===== src/rtl/ram_ctrl_pkg.sv =====
// Shared constants for the 256x32 RAM controller.
//   RAM_AW / RAM_DW : RAM address and data widths
//   LEN_W           : burst length field width (beats-1)
//   state_t         : controller FSM state encoding
package ram_ctrl_pkg;

  localparam int unsigned RAM_AW = 8;
  localparam int unsigned RAM_DW = 32;
  localparam int unsigned LEN_W  = 4;

  typedef logic [1:0] state_t;

  localparam state_t StIdle  = 2'd0;
  localparam state_t StWrite = 2'd1;
  localparam state_t StRead  = 2'd2;

endpackage


===== src/rtl/ram_ctrl_rsp_fifo.sv =====
// Synchronous FIFO holding captured RAM read data until the consumer takes it.
//   clk, rst_n : clock, async active-low reset (empties the FIFO)
//   push/wdata : write one entry (caller guarantees room, push on full only with pop)
//   pop        : remove head entry (caller guarantees non-empty)
//   rdata      : head entry
//   count      : current occupancy
//   empty      : count == 0
module ram_ctrl_rsp_fifo #(
  parameter int unsigned DEPTH = 2,
  parameter int unsigned WIDTH = 32
) (
  input  logic                       clk,
  input  logic                       rst_n,
  input  logic                       push,
  input  logic [WIDTH-1:0]           wdata,
  input  logic                       pop,
  output logic [WIDTH-1:0]           rdata,
  output logic [$clog2(DEPTH+1)-1:0] count,
  output logic                       empty
);

  localparam int unsigned PtrW = (DEPTH > 1) ? $clog2(DEPTH) : 1;
  localparam int unsigned CntW = $clog2(DEPTH + 1);

  logic [WIDTH-1:0] mem_q [DEPTH];
  logic [PtrW-1:0]  wr_ptr_q, wr_ptr_d;
  logic [PtrW-1:0]  rd_ptr_q, rd_ptr_d;
  logic [CntW-1:0]  count_q, count_d;

  always_comb begin
    wr_ptr_d = wr_ptr_q;
    rd_ptr_d = rd_ptr_q;
    count_d  = count_q;
    if (push) begin
      wr_ptr_d = (wr_ptr_q == PtrW'(DEPTH - 1)) ? '0 : wr_ptr_q + 1'b1;
    end
    if (pop) begin
      rd_ptr_d = (rd_ptr_q == PtrW'(DEPTH - 1)) ? '0 : rd_ptr_q + 1'b1;
    end
    if (push && !pop) begin
      count_d = count_q + 1'b1;
    end else if (!push && pop) begin
      count_d = count_q - 1'b1;
    end
  end

  always_ff @(posedge clk or negedge rst_n) begin
    if (!rst_n) begin
      wr_ptr_q <= '0;
      rd_ptr_q <= '0;
      count_q  <= '0;
    end else begin
      wr_ptr_q <= wr_ptr_d;
      rd_ptr_q <= rd_ptr_d;
      count_q  <= count_d;
    end
  end

  // Storage needs no reset; the pointers define what is valid.
  always_ff @(posedge clk) begin
    if (push) begin
      mem_q[wr_ptr_q] <= wdata;
    end
  end

  assign rdata = mem_q[rd_ptr_q];
  assign count = count_q;
  assign empty = (count_q == '0);

endmodule


===== src/rtl/ram256x32_ctrl.sv =====
// Burst front end for the 256x32 synchronous RAM.
//   clk, rst_n            : clock, async active-low reset
//   req_*                 : burst command (rw, start address, beats-1), valid/ready
//   wr_*                  : write data beats, valid/ready
//   rsp_*                 : read data stream in burst order, valid/ready
//   busy                  : burst active, read in flight, or responses pending
//   mem_cs_n/rw/adrs/din  : RAM drive, one beat per issuing cycle
//   mem_dout              : RAM registered read data (valid the cycle after a read)
module ram256x32_ctrl
  import ram_ctrl_pkg::*;
#(
  parameter int unsigned RSP_DEPTH = 2
) (
  input  logic              clk,
  input  logic              rst_n,
  input  logic              req_valid,
  output logic              req_ready,
  input  logic              req_rw,
  input  logic [RAM_AW-1:0] req_adrs,
  input  logic [LEN_W-1:0]  req_len,
  input  logic              wr_valid,
  output logic              wr_ready,
  input  logic [RAM_DW-1:0] wr_data,
  output logic              rsp_valid,
  input  logic              rsp_ready,
  output logic [RAM_DW-1:0] rsp_data,
  output logic              busy,
  output logic              mem_cs_n,
  output logic              mem_rw,
  output logic [RAM_AW-1:0] mem_adrs,
  output logic [RAM_DW-1:0] mem_din,
  input  logic [RAM_DW-1:0] mem_dout
);

  localparam int unsigned CntW = $clog2(RSP_DEPTH + 1);
  localparam int unsigned CrW  = CntW + 1;

  state_t             state_q, state_d;
  logic [RAM_AW-1:0]  addr_q, addr_d;
  logic [LEN_W-1:0]   len_q, len_d;
  logic [LEN_W-1:0]   cnt_q, cnt_d;
  logic               rd_inflight_q;

  logic               wr_issue, rd_issue;
  logic               fifo_pop, fifo_empty;
  logic [CntW-1:0]    fifo_count;
  logic [CrW-1:0]     credit_used;
  logic               credit_ok;

  // Occupied plus in-flight slots; a pop in this cycle is deliberately not credited.
  assign credit_used = {1'b0, fifo_count} + CrW'(rd_inflight_q);
  assign credit_ok   = credit_used < CrW'(RSP_DEPTH);

  always_comb begin
    state_d  = state_q;
    addr_d   = addr_q;
    len_d    = len_q;
    cnt_d    = cnt_q;
    wr_issue = 1'b0;
    rd_issue = 1'b0;
    case (state_q)
      StIdle: begin
        if (req_valid) begin
          addr_d  = req_adrs;
          len_d   = req_len;
          cnt_d   = '0;
          state_d = req_rw ? StWrite : StRead;
        end
      end
      StWrite, StRead: begin
        if (state_q == StWrite) begin
          wr_issue = wr_valid;
        end else begin
          rd_issue = credit_ok;
        end
        if (wr_issue || rd_issue) begin
          addr_d = addr_q + 1'b1;
          if (cnt_q == len_q) begin
            state_d = StIdle;
          end else begin
            cnt_d = cnt_q + 1'b1;
          end
        end
      end
      default: state_d = StIdle;
    endcase
  end

  always_ff @(posedge clk or negedge rst_n) begin
    if (!rst_n) begin
      state_q       <= StIdle;
      addr_q        <= '0;
      len_q         <= '0;
      cnt_q         <= '0;
      rd_inflight_q <= 1'b0;
    end else begin
      state_q       <= state_d;
      addr_q        <= addr_d;
      len_q         <= len_d;
      cnt_q         <= cnt_d;
      rd_inflight_q <= rd_issue;
    end
  end

  assign fifo_pop = rsp_valid && rsp_ready;

  // The cycle after a read issue, mem_dout holds that beat; credit guarantees room.
  ram_ctrl_rsp_fifo #(
    .DEPTH (RSP_DEPTH),
    .WIDTH (RAM_DW)
  ) u_rsp_fifo (
    .clk   (clk),
    .rst_n (rst_n),
    .push  (rd_inflight_q),
    .wdata (mem_dout),
    .pop   (fifo_pop),
    .rdata (rsp_data),
    .count (fifo_count),
    .empty (fifo_empty)
  );

  // rst_n gates req_ready so no command is taken while reset is held.
  assign req_ready = rst_n && (state_q == StIdle);
  assign wr_ready  = (state_q == StWrite);
  assign rsp_valid = !fifo_empty;
  assign busy      = (state_q != StIdle) || !fifo_empty || rd_inflight_q;
  assign mem_cs_n  = !(wr_issue || rd_issue);
  assign mem_rw    = wr_issue;
  assign mem_adrs  = addr_q;
  assign mem_din   = wr_data;

endmodule


===== config.mk =====
export PLATFORM = sky130hd
export DESIGN_NAME = ram256x32_ctrl
export DESIGN_NICKNAME = d
export VERILOG_FILES = /design/src/rtl/ram_ctrl_pkg.sv /design/src/rtl/ram_ctrl_rsp_fifo.sv /design/src/rtl/ram256x32_ctrl.sv
export SDC_FILE = /design/constraint.sdc
export NUM_CORES = 1
export LEC_CHECK = 0
export CAP_MARGIN = 20
export CORE_ASPECT_RATIO = 1.4
export CORE_UTILIZATION = 39
export DETAILED_ROUTE_END_ITERATION = 10
export GPL_TIMING_DRIVEN = 0
export HOLD_SLACK_MARGIN = 0.12
export PLACE_DENSITY = 0.77
export SYNTH_ARGS = -nofsm -noshare
export SYNTH_HDL_FRONTEND = slang
export SYNTH_SLANG_ARGS = --single-unit

===== constraint.sdc =====
create_clock -name clk -period 2.22 [get_ports clk]
set_input_delay 0.333 -clock clk [delete_from_list [all_inputs] [get_ports clk]]
set_output_delay 0.333 -clock clk [all_outputs]
set_load 0.05 [all_outputs]

==> results of run 1 <==
==> routing by layer <==
| metal | wire [µm] | up-vias | part of all wire | GRT usage |
|---|---|---|---|---|
| li1 | - | 1219 | - | - |
| met1 | 3330 | 1265 | 0.41 | 0.193 |
| met2 | 4090 | 116 | 0.51 | 0.264 |
| met3 | 519 | 7 | 0.065 | 0.0409 |
| met4 | 82 | 0 | 0.010 | 0.0604 |
| met5 | 0 | - | 0 | 0 |
==> state kept, by name (all words and copies together) (netlist names) <==
register             flops
cnt_q                    4
len_q                    4
mem_adrs                 8
rd_inflight_q            1
state_q                  2
u_rsp_fifo.count         2
u_rsp_fifo.mem_q        64
u_rsp_fifo.rd_ptr_q      1
u_rsp_fifo.wr_ptr_q      1
==> cells by family after synthesis <==
group	count (synthesis)	share of synthesized area
buffers and inverters	48	0.0795
adder cells (fa/ha/maj)	5	0.0163
AO/OA/AOI/OAI	32	0.0609
multiplexers	39	0.113
XOR/XNOR	9	0.0205
flip-flops	87	0.650
AND/OR/NAND/NOR	48	0.0593
==> through the flow <==
step	setup WS [ns]	instances	hold slack (ns)	power (mW)
3_3_place_gp	-0.745	527	0.470	6.40
2_1_floorplan	0.164	268	0.0374	5.28
6_report	0.0795	543	0.491	7.72
3_5_place_dp	-0.745	528	0.485	6.50
5_1_grt	0.00604	543	0.514	8.11
4_1_cts	0.00173	542	0.496	7.79
==> power groups by stage <==
stage                     clock network, mW  logic [mW]  registers, mW
after CTS                              1.43        3.94           2.42
after detailed placement                  0        4.07           2.43
final                                  1.40        3.91           2.42
after global routing                   1.49        4.16           2.46
after floorplan                           0        2.66           2.62
after global placement                    0        3.98           2.42
==> cell usage in the layout, fill, tap and decap left out, drive strengths merged, types with 5 or more instances in the layout <==
| master | count |
|---|---|
| inv | 11 |
| a21oi | 10 |
| ha | 5 |
| clkdlybuf4s50 | 89 |
| clkbuf | 22 |
| nor2 | 5 |
| dfrtp | 23 |
| mux2 | 36 |
| xnor2 | 6 |
| dlygate4sd2 | 22 |
| edfxtp | 64 |
| nand3 | 9 |
| nand2 | 20 |
| buf | 39 |
==> worst paths after layout <==
kind / slack (ns) / cells after the start / to / startpoint
max: 0.08 / 2 / rsp_valid / u_rsp_fifo.count[0]
min: 0.49 / 1 / u_rsp_fifo.count[1] / u_rsp_fifo.count[1]
max reg2reg: 0.36 / 6 / cnt_q[2] / state_q[0]
min reg2reg: 0.49 / 1 / u_rsp_fifo.count[1] / u_rsp_fifo.count[1]
max in group asynchronous: 1.20 / 3 / u_rsp_fifo.rd_ptr_q / rst_n
min in group asynchronous: 0.56 / 2 / mem_adrs[0] / rst_n
==> area by class of cell <==
type                            instances  area [µm²]  share of cell area
Multi-Input combinational cell        133        1050               0.189
Tap cell                              132         165              0.0297
Timing Repair Buffer                  130        1250               0.225
Clock inverter                          6        51.3             0.00923
Sequential cell                        87        2500               0.450
Inverter                                7        26.3             0.00473
Clock buffer                            9         225              0.0405
Buffer                                 39         289              0.0520
==> timing repair <==
item | in CTS | in global routing
gates resized for setup | 50 | 27
endpoints found under the hold margin | 23 | 0
hold buffers | 1 | 0
setup endpoints to repair | 36 | 26
==> qor.log, run 1 <==
qor: yosys.netlist_area 3840 µm²
qor: yosys.edff_count_synth 64
qor: yosys.synth-main-ff-cell edfxtp_1
qor: timing.period_share 0.964
qor: worst_setup_path.worst-endpoint-required 1.89 ns
qor: clock_tree.clk_latency 0.33 ns
qor: floorplan.coreArea 9510 µm²
qor: power_and_ir_drop.pwr_density_cell 1390 nW/µm²
qor: timing.slew_headroom 0.478
qor: detailed_routing.avgViaCountPerCell 4.80
qor: timing.achievable-frequency 0.467 GHz
qor: job.max_cap_viol_count 0
qor: yosys.synthTopCellsByCount edfxtp_1 (64), mux2_2 (36), buf_4 (33)
qor: power_and_ir_drop.share_clk_of_total_power 0.181
qor: power_and_ir_drop.share_seq_of_total_power 0.313
qor: worst_setup_path.critical-path-max-stage-delay 0.73 ns
qor: yosys.synth_seq_area_share 0.650
qor: yosys.post_synth_inst_count 268
qor: timing.setup_viol 0
qor: detailed_routing.vias 2607
qor: floorplan.die_h 119 µm
qor: detailed_routing.antenna_left 0
qor: worst_setup_path.crit_buf_inv 1
qor: worst_setup_path.cp_data_arrival_time 1.81 ns
qor: yosys.yosys_top_cell_area_share 0.500
qor: final_layout.n_fill_cell 808
qor: timing.slew_violations 0
qor: detailed_routing.routedWlPerCell 14.8 µm
qor: timing.rsz_0062_raised_after_global_routing no
qor: power_and_ir_drop.switching_share 0.438
qor: final_layout.num-nets-final 494
qor: worst_setup_path.timing_worst_setup_path_type reg -> out
qor: final_layout.design_area 5560 µm²
qor: detailed_routing.drt_pre_antenna_iters 4
qor: final_layout.syn_to_final_growth 44.6%
qor: yosys.synthMostInstantiatedCell edfxtp_1
qor: power_and_ir_drop.power.leakage 2.20 nW
qor: worst_setup_path.timing.critical_path.cells or2_2, clkdlybuf4s50_1
qor: floorplan.die-width 85.9 µm
qor: placed_design.routability_congestion_estimate 0.812
qor: yosys.synth-warning-count 0
qor: floorplan.design.die.area 10300 µm²
qor: timing.clock_skew 0.00444 ns
qor: clock_tree.clk_root_buffer_cell clkbuf_16
qor: clock_tree.cts_inserted_buffers 9
qor: final_layout.finalCoreUtilization 0.584
qor: final_layout.antenna_cells 0
qor: placed_design.port_buffers 127
qor: clock_tree.h-tree-depth 3
qor: grt.grt_pass1_wl 12500 µm
qor: detailed_routing.wirelength 8020 µm
qor: grt.maximum_number_of_pins_on_one_net_before_global_route_repair 33
qor: timing.hold_violation_total_from_the_final_report 0
qor: power_and_ir_drop.pwr-share-comb 0.506
qor: timing.worstMarginPinSlew 0.783 ns
qor: floorplan.io-pin-count 160
qor: timing.setup_total_negative_slack 0 ns
qor: power_and_ir_drop.internal_power 4.34 mW
qor: grt.initial_antenna_violation_count 0
qor: final_layout.layout-drive-gt1-share 0.273
qor: power_and_ir_drop.switchingPower 3.39 mW
qor: worst_setup_path.timing.critical_path.from_type register
qor: yosys.synthDistinctLibCells 40
qor: status.outcome finished clean
qor: detailed_routing.route.detailed.drc 0
qor: worst_setup_path.cpMaxStageDelayCell clkdlybuf4s50_1
qor: clock_tree.tritoncts done
qor: yosys.synth.largest_area_cell edfxtp_1
qor: placed_design.detailed_place.area 5310 µm²
qor: detailed_routing.drt_iter0_drc 89
qor: yosys.asr_flop_ratio_synth 0.264
qor: grt.grt_pass1_vias 2599
qor: yosys.avgSynthCellArea 14.3 µm²
qor: grt.total_congestion_overflow_after_global_routing 0
qor: floorplan.starting_density 0.404
qor: timing.layout_min_cycle_time 2.14 ns
qor: worst_setup_path.crit_path_max_fanout 4
qor: yosys.synth_fp_nets 355
qor: floorplan.rows 42
qor: clock_tree.cts.reportedPaths.clkPinSlew 0.06 ns
qor: grt.globalRouteTotalUtil 0.158
qor: min_path.min_path_type reg -> reg
qor: worst_setup_path.crit_family buffers and inverters
qor: clock_tree.number_of_buffers_inserted_to_repair_setup_after_cts 0
qor: clock_tree.ctsLongestPathBuffers 2
qor: power_and_ir_drop.largest_vdd_supply_drop 0.999 mV
qor: placed_design.place.detailed.hpwl 5670 µm
qor: worst_setup_path.crit_path_end_kind output pin
qor: yosys.yosys_register_bits 87
qor: yosys.post_synth_main_area_contributors edfxtp_1 (50%), dfrtp_1 (15%), mux2_2 (11%), buf_4 (6.4%), nand2_1 (2.0%)
qor: clock_tree.cts_sinks 87
(Power assumes the default switching activity.)
==> run 2, diff against run 1 <==
Settings changed: CORE_ASPECT_RATIO 1.4 to not set, CORE_MARGIN set to 8, SLEW_MARGIN set to 10.
==> qor.log, run 2 (synthesis gave the netlist of run 1 again) <==
qor: status.outcome finished clean
qor: clock_tree.cts_sinks 87
qor: worst_setup_path.crit_path_end_kind output pin
qor: power_and_ir_drop.share_seq_of_total_power 0.328
qor: worst_setup_path.timing_worst_setup_path_type reg -> out
qor: timing.hold_violation_total_from_the_final_report 0
qor: timing.worstMarginPinSlew 0.799 ns
qor: clock_tree.ctsLongestPathBuffers 2
qor: timing.layout_min_cycle_time 2.11 ns
qor: floorplan.design.die.area 13300 µm²
qor: worst_setup_path.worst_r2r_path_depth 7
qor: clock_tree.clk_root_buffer_cell clkbuf_8
qor: detailed_routing.routedWlPerCell 16.7 µm
qor: power_and_ir_drop.power.leakage 2.12 nW
qor: clock_tree.cts_inserted_buffers 9
qor: clock_tree.h-tree-depth 3
qor: final_layout.layout-drive-gt1-share 0.308
qor: power_and_ir_drop.pwr_density_cell 1370 nW/µm²
qor: power_and_ir_drop.pwr-share-comb 0.525
qor: power_and_ir_drop.share_clk_of_total_power 0.147
qor: final_layout.antenna_cells 0
qor: floorplan.die_h 115 µm
qor: power_and_ir_drop.switching_share 0.454
qor: timing.setup_total_negative_slack 0 ns
qor: power_and_ir_drop.largest_vdd_supply_drop 0.751 mV
qor: timing.setup_viol 0
qor: floorplan.starting_density 0.397
qor: worst_setup_path.crit_path_max_fanout 10
qor: detailed_routing.antenna_left 0
qor: detailed_routing.wirelength 9110 µm
qor: placed_design.place.detailed.hpwl 6870 µm
qor: timing.rsz_0062_raised_after_global_routing no
qor: grt.globalRouteTotalUtil 0.136
qor: floorplan.coreArea 9680 µm²
qor: worst_setup_path.crit_cells 3
qor: final_layout.syn_to_final_growth 41.1%
qor: worst_setup_path.cp_data_arrival_time 1.77 ns
qor: floorplan.rows 36
qor: grt.initial_antenna_violation_count 0
qor: clock_tree.tritoncts done
qor: final_layout.n_fill_cell 829
qor: final_layout.regMostFlops u_rsp_fifo.mem_q
qor: final_layout.layout.cells.most_common clkdlybuf4s50_1
qor: detailed_routing.route.detailed.drc 0
qor: floorplan.io-pin-count 160
qor: worst_setup_path.crit_family buffers and inverters
qor: grt.total_congestion_overflow_after_global_routing 0
qor: placed_design.routability_congestion_estimate 0.821
qor: final_layout.num-nets-final 494
qor: clock_tree.cts.reportedPaths.clkPinSlew 0.09 ns
qor: power_and_ir_drop.internal_power 4.04 mW
qor: worst_setup_path.cpMaxStageDelayCell dlygate4sd2_1
qor: grt.maximum_number_of_pins_on_one_net_before_global_route_repair 33
qor: min_path.hold-path-cell-count 1
qor: detailed_routing.drt_iter0_drc 97
qor: worst_setup_path.crit_buf_inv 2
qor: placed_design.port_buffers 127
qor: job.max_cap_viol_count 0
qor: final_layout.largest_register_ff_count 64
qor: final_layout.finalCoreUtilization 0.560
qor: clock_tree.clk_latency 0.35 ns
qor: grt.grt_pass1_wl 14000 µm
qor: min_path.min_path_type reg -> reg
qor: final_layout.mostFrequentLayoutCells clkdlybuf4s50_1 (88), edfxtp_1 (64), mux2_2 (36), buf_4 (33), dfrtp_1 (22)
qor: timing.achievable-frequency 0.475 GHz
qor: detailed_routing.avgViaCountPerCell 4.74
qor: worst_setup_path.timing.critical_path.cells clkbuf_8, mux2_2, dlygate4sd2_1
qor: worst_setup_path.critical-path-max-stage-delay 0.53 ns
qor: grt.grt_pass1_vias 2776
qor: timing.period_share 0.949
qor: power_and_ir_drop.fin_total_pwr 7.40 mW
qor: timing.fin_worst_hold_slack 0.502 ns
qor: power_and_ir_drop.switchingPower 3.36 mW
qor: timing.clock_skew 0.00809 ns
qor: timing.slew_violations 0
qor: timing.slew_headroom 0.467
qor: detailed_routing.drt_pre_antenna_iters 4
qor: floorplan.die-width 115 µm
qor: worst_setup_path.worst-endpoint-required 1.89 ns
qor: detailed_routing.vias 2583
qor: worst_setup_path.timing.critical_path.from_type register
-- run 2: path summary, 6_finish.rpt --
kind | startpoint | to | slack [ns]
setup / recovery | u_rsp_fifo.rd_ptr_q | rsp_data[15] | 0.11
hold / removal | u_rsp_fifo.count[1] | u_rsp_fifo.count[1] | 0.50
setup reg to reg | state_q[1] | mem_adrs[4] | 0.36
hold reg to reg | u_rsp_fifo.count[1] | u_rsp_fifo.count[1] | 0.50
max in group asynchronous | rst_n | u_rsp_fifo.rd_ptr_q | 1.27
min in group asynchronous | rst_n | len_q[2] | 0.52
-- run 2: power by group through the flow --
stage	combinational (mW)	sequential, mW	clock, mW
after floorplan	2.66	2.62	0
after global placement	4.03	2.42	0
after detailed placement	4.11	2.44	0
after CTS	3.96	2.43	1.12
after global routing	4.15	2.48	1.19
final	3.89	2.42	1.09
-- run 2: timing repair --
item	CTS	global route
setup buffers	0	0
endpoints found under the setup margin	37	23
hold buffers	1	0
gates resized for setup	58	44
hold endpoints to repair	23	0
-- run 2: metal layers --
layer | global-route usage | vias to the layer above | part of all wire
met5 | 0 | - | 0
met2 | 0.226 | 115 | 0.49
met3 | 0.0620 | 5 | 0.082
met4 | 0.0324 | 0 | 0.0067
met1 | 0.155 | 1240 | 0.42
li1 | - | 1223 | -
-- run 2: metrics by stage --
step                      worst slack [ns]  area, µm²  cells
after floorplan                      0.164       3850    268
after global placement              -0.736       5280    528
after detailed placement            -0.743       5310    529
after CTS                           0.0167       5480    544
after global routing               0.00939       5420    545
final                                0.114       5420    545
-- run 2: layout make-up --
type / count / area [µm²] / area share
buffer: 39 / 289 / 0.0533
sequential: 87 / 2500 / 0.461
timing repair buffer: 130 / 1190 / 0.219
inverter: 7 / 26.3 / 0.00485
clock buffer: 9 / 124 / 0.0229
tap: 133 / 166 / 0.0307
multi-input combinational: 133 / 1050 / 0.195
clock inverter: 7 / 73.8 / 0.0136
==> run 3, diff against run 2 <==
Settings changed: CORE_UTILIZATION 39 to 40, CTS_BUF_LIST set to sky130_fd_sc_hd__clkbuf_8, PLACE_DENSITY 0.77 to 0.79.
==> qor.log, run 3 (synthesis gave the netlist of run 1 again) <==
qor: worst_setup_path.reg2reg_setup_slack 0.38 ns
qor: min_path.min_path_type reg -> reg
qor: power_and_ir_drop.largest_vdd_supply_drop 1.19 mV
qor: grt.total_congestion_overflow_after_global_routing 0
qor: timing.rsz_0062_raised_after_global_routing no
qor: job.max_cap_viol_count 0
qor: placed_design.port_buffers 127
qor: clock_tree.h-tree-depth 3
qor: detailed_routing.vias 2629
qor: final_layout.layout.cells.most_common clkdlybuf4s50_1
qor: worst_setup_path.critical_path.startpoint u_rsp_fifo.rd_ptr_q
qor: worst_setup_path.crit_path_end_kind output pin
qor: final_layout.syn_to_final_growth 44.1%
qor: timing.layout_min_cycle_time 2.15 ns
qor: worst_setup_path.timing.critical_path.from_type register
qor: floorplan.design.die.area 13000 µm²
qor: floorplan.starting_density 0.414
qor: power_and_ir_drop.fin_total_pwr 7.49 mW
qor: final_layout.n_fill_cell 768
qor: floorplan.io-pin-count 160
qor: timing.fin_worst_hold_slack 0.494 ns
qor: timing.worstMarginPinSlew 0.560 ns
qor: floorplan.rows 35
qor: worst_setup_path.critical_path.reg2reg.startpoint state_q[1]
qor: clock_tree.cts_inserted_buffers 9
qor: worst_setup_path.timing_worst_setup_path_type reg -> out
qor: worst_setup_path.r2r-end mem_adrs[7]
qor: clock_tree.cts_sinks 87
qor: final_layout.largest_register_ff_count 64
qor: final_layout.layout-drive-gt1-share 0.292
qor: floorplan.die-width 114 µm
qor: final_layout.regMostFlops u_rsp_fifo.mem_q
qor: detailed_routing.drt_iter0_drc 128
qor: clock_tree.clk_root_buffer_cell clkbuf_8
qor: floorplan.die_h 114 µm
qor: status.outcome finished clean
qor: timing.post-route-worst-setup-slack 0.0720 ns
qor: grt.globalRouteTotalUtil 0.139
qor: placed_design.dpl.cell_count 526
qor: power_and_ir_drop.power.leakage 2.15 nW
qor: clock_tree.ctsLongestPathBuffers 2
qor: detailed_routing.wirelength 9280 µm
qor: detailed_routing.routedWlPerCell 17.1 µm
qor: worst_setup_path.crit_path_max_fanout 10
qor: timing.slew_violations 0
qor: timing.setup_viol 0
qor: power_and_ir_drop.pwr_density_cell 1350 nW/µm²
qor: placed_design.dp_slack -0.765 ns
qor: grt.initial_antenna_violation_count 0
qor: placed_design.place.detailed.hpwl 6930 µm
qor: final_layout.mostFrequentLayoutCells clkdlybuf4s50_1 (89), edfxtp_1 (64), mux2_2 (36), buf_4 (35), dfrtp_1 (22)
qor: detailed_routing.drt_pre_antenna_iters 4
qor: final_layout.multi_input_comb_area 1060 µm²
qor: detailed_routing.avgViaCountPerCell 4.83
qor: placed_design.routability_congestion_estimate 0.834
qor: detailed_routing.antenna_left 0
qor: final_layout.design_area 5530 µm²
qor: worst_setup_path.critPathCapture rsp_data[2]
qor: worst_setup_path.worst-endpoint-required 1.89 ns
qor: clock_tree.clk_latency 0.34 ns
qor: timing.achievable-frequency 0.466 GHz
qor: final_layout.num-nets-final 497
qor: timing.slew_headroom 0.626
qor: placed_design.detailed_place.area 5330 µm²
qor: clock_tree.tritoncts done
qor: final_layout.final_cells 544
qor: final_layout.area.sequential 2500 µm²
qor: detailed_routing.route.detailed.drc 0
qor: grt.grt_pass1_vias 2911
qor: floorplan.coreArea 9280 µm²
qor: final_layout.antenna_cells 0
qor: worst_setup_path.worst_r2r_path_depth 7
qor: worst_setup_path.cp_data_arrival_time 1.82 ns
qor: timing.period_share 0.968
qor: timing.clock_skew 0.0103 ns
qor: clock_tree.cts.reportedPaths.clkPinSlew 0.09 ns
qor: timing.hold_violation_total_from_the_final_report 0
qor: grt.maximum_number_of_pins_on_one_net_before_global_route_repair 26
qor: grt.grt_pass1_wl 14300 µm
## run 3: cell count changes in the layout (fill, tap and decap cells not counted), sizes merged
| cell | before | now |
|---|---|---|
| inv | 7 | 8 |
| dlygate4sd2 | 14 | 19 |
| clkinvlp | 1 | 4 |
| bufinv | 1 | 0 |
| clkinv | 5 | 2 |
| clkbuf | 34 | 18 |
| dlymetal6s2s | 1 | 3 |
| buf | 39 | 42 |
| clkdlybuf4s15 | 1 | 9 |
| clkdlybuf4s50 | 88 | 89 |
## run 3: power breakdown
part,switching [mW],internal (mW)
logic,2.57,1.51
registers,0.281,2.15
clock network,0.566,0.416
## run 3: repair_timing
item / in CTS / in global routing
setup buffers: 0 / 2
hold buffers: 1 / 0
resized for setup: 71 / 15
setup endpoints to repair: 36 / 9
endpoints found under the hold margin: 23 / 0
## run 3: per-stage QoR
step	TNS, ns	utilization
CTS	0	0.593
finish	0	0.596
global route	0	0.596
global placement	-11.77	0.569
floorplan	0	-
detailed placement	-10.45	0.574
## run 3: how the worst min path moves through the flow
stage | from | to | slack, ns | depth (start not counted)
4_1_cts | u_rsp_fifo.count[1] | u_rsp_fifo.count[1] | 0.50 | 1
2_1_floorplan | rst_n | cnt_q[0] | 0.04 | 0
3_3_place_gp | u_rsp_fifo.count[1] | u_rsp_fifo.count[1] | 0.47 | 1
6_report | u_rsp_fifo.count[1] | u_rsp_fifo.count[1] | 0.49 | 1
5_1_grt | u_rsp_fifo.count[1] | u_rsp_fifo.count[1] | 0.53 | 1
3_5_place_dp | u_rsp_fifo.count[1] | u_rsp_fifo.count[1] | 0.49 | 1
## run 3: area by class of cell
class,count,area share
well taps,129,0.0292
flip-flops and latches,87,0.452
inverters,7,0.00543
clock buffers,9,0.0224
clock inverters,7,0.00995
multi-input cells,133,0.192
plain buffers,39,0.0522
repair buffers,133,0.237
## run 3: metal layers
layer  track usage  wire length [µm]  part of all wire
met1         0.161              3930              0.42
met2         0.232              4370              0.47
met3        0.0518               859             0.093
met4        0.0461               112             0.012
met5             0                 0                 0
## run 3: critical path: stages (launching register included)
cell	delay [ns]
dfrtp_2	0.45
clkbuf_4	0.26
mux2_2	0.35
dlygate4sd2_1	0.43
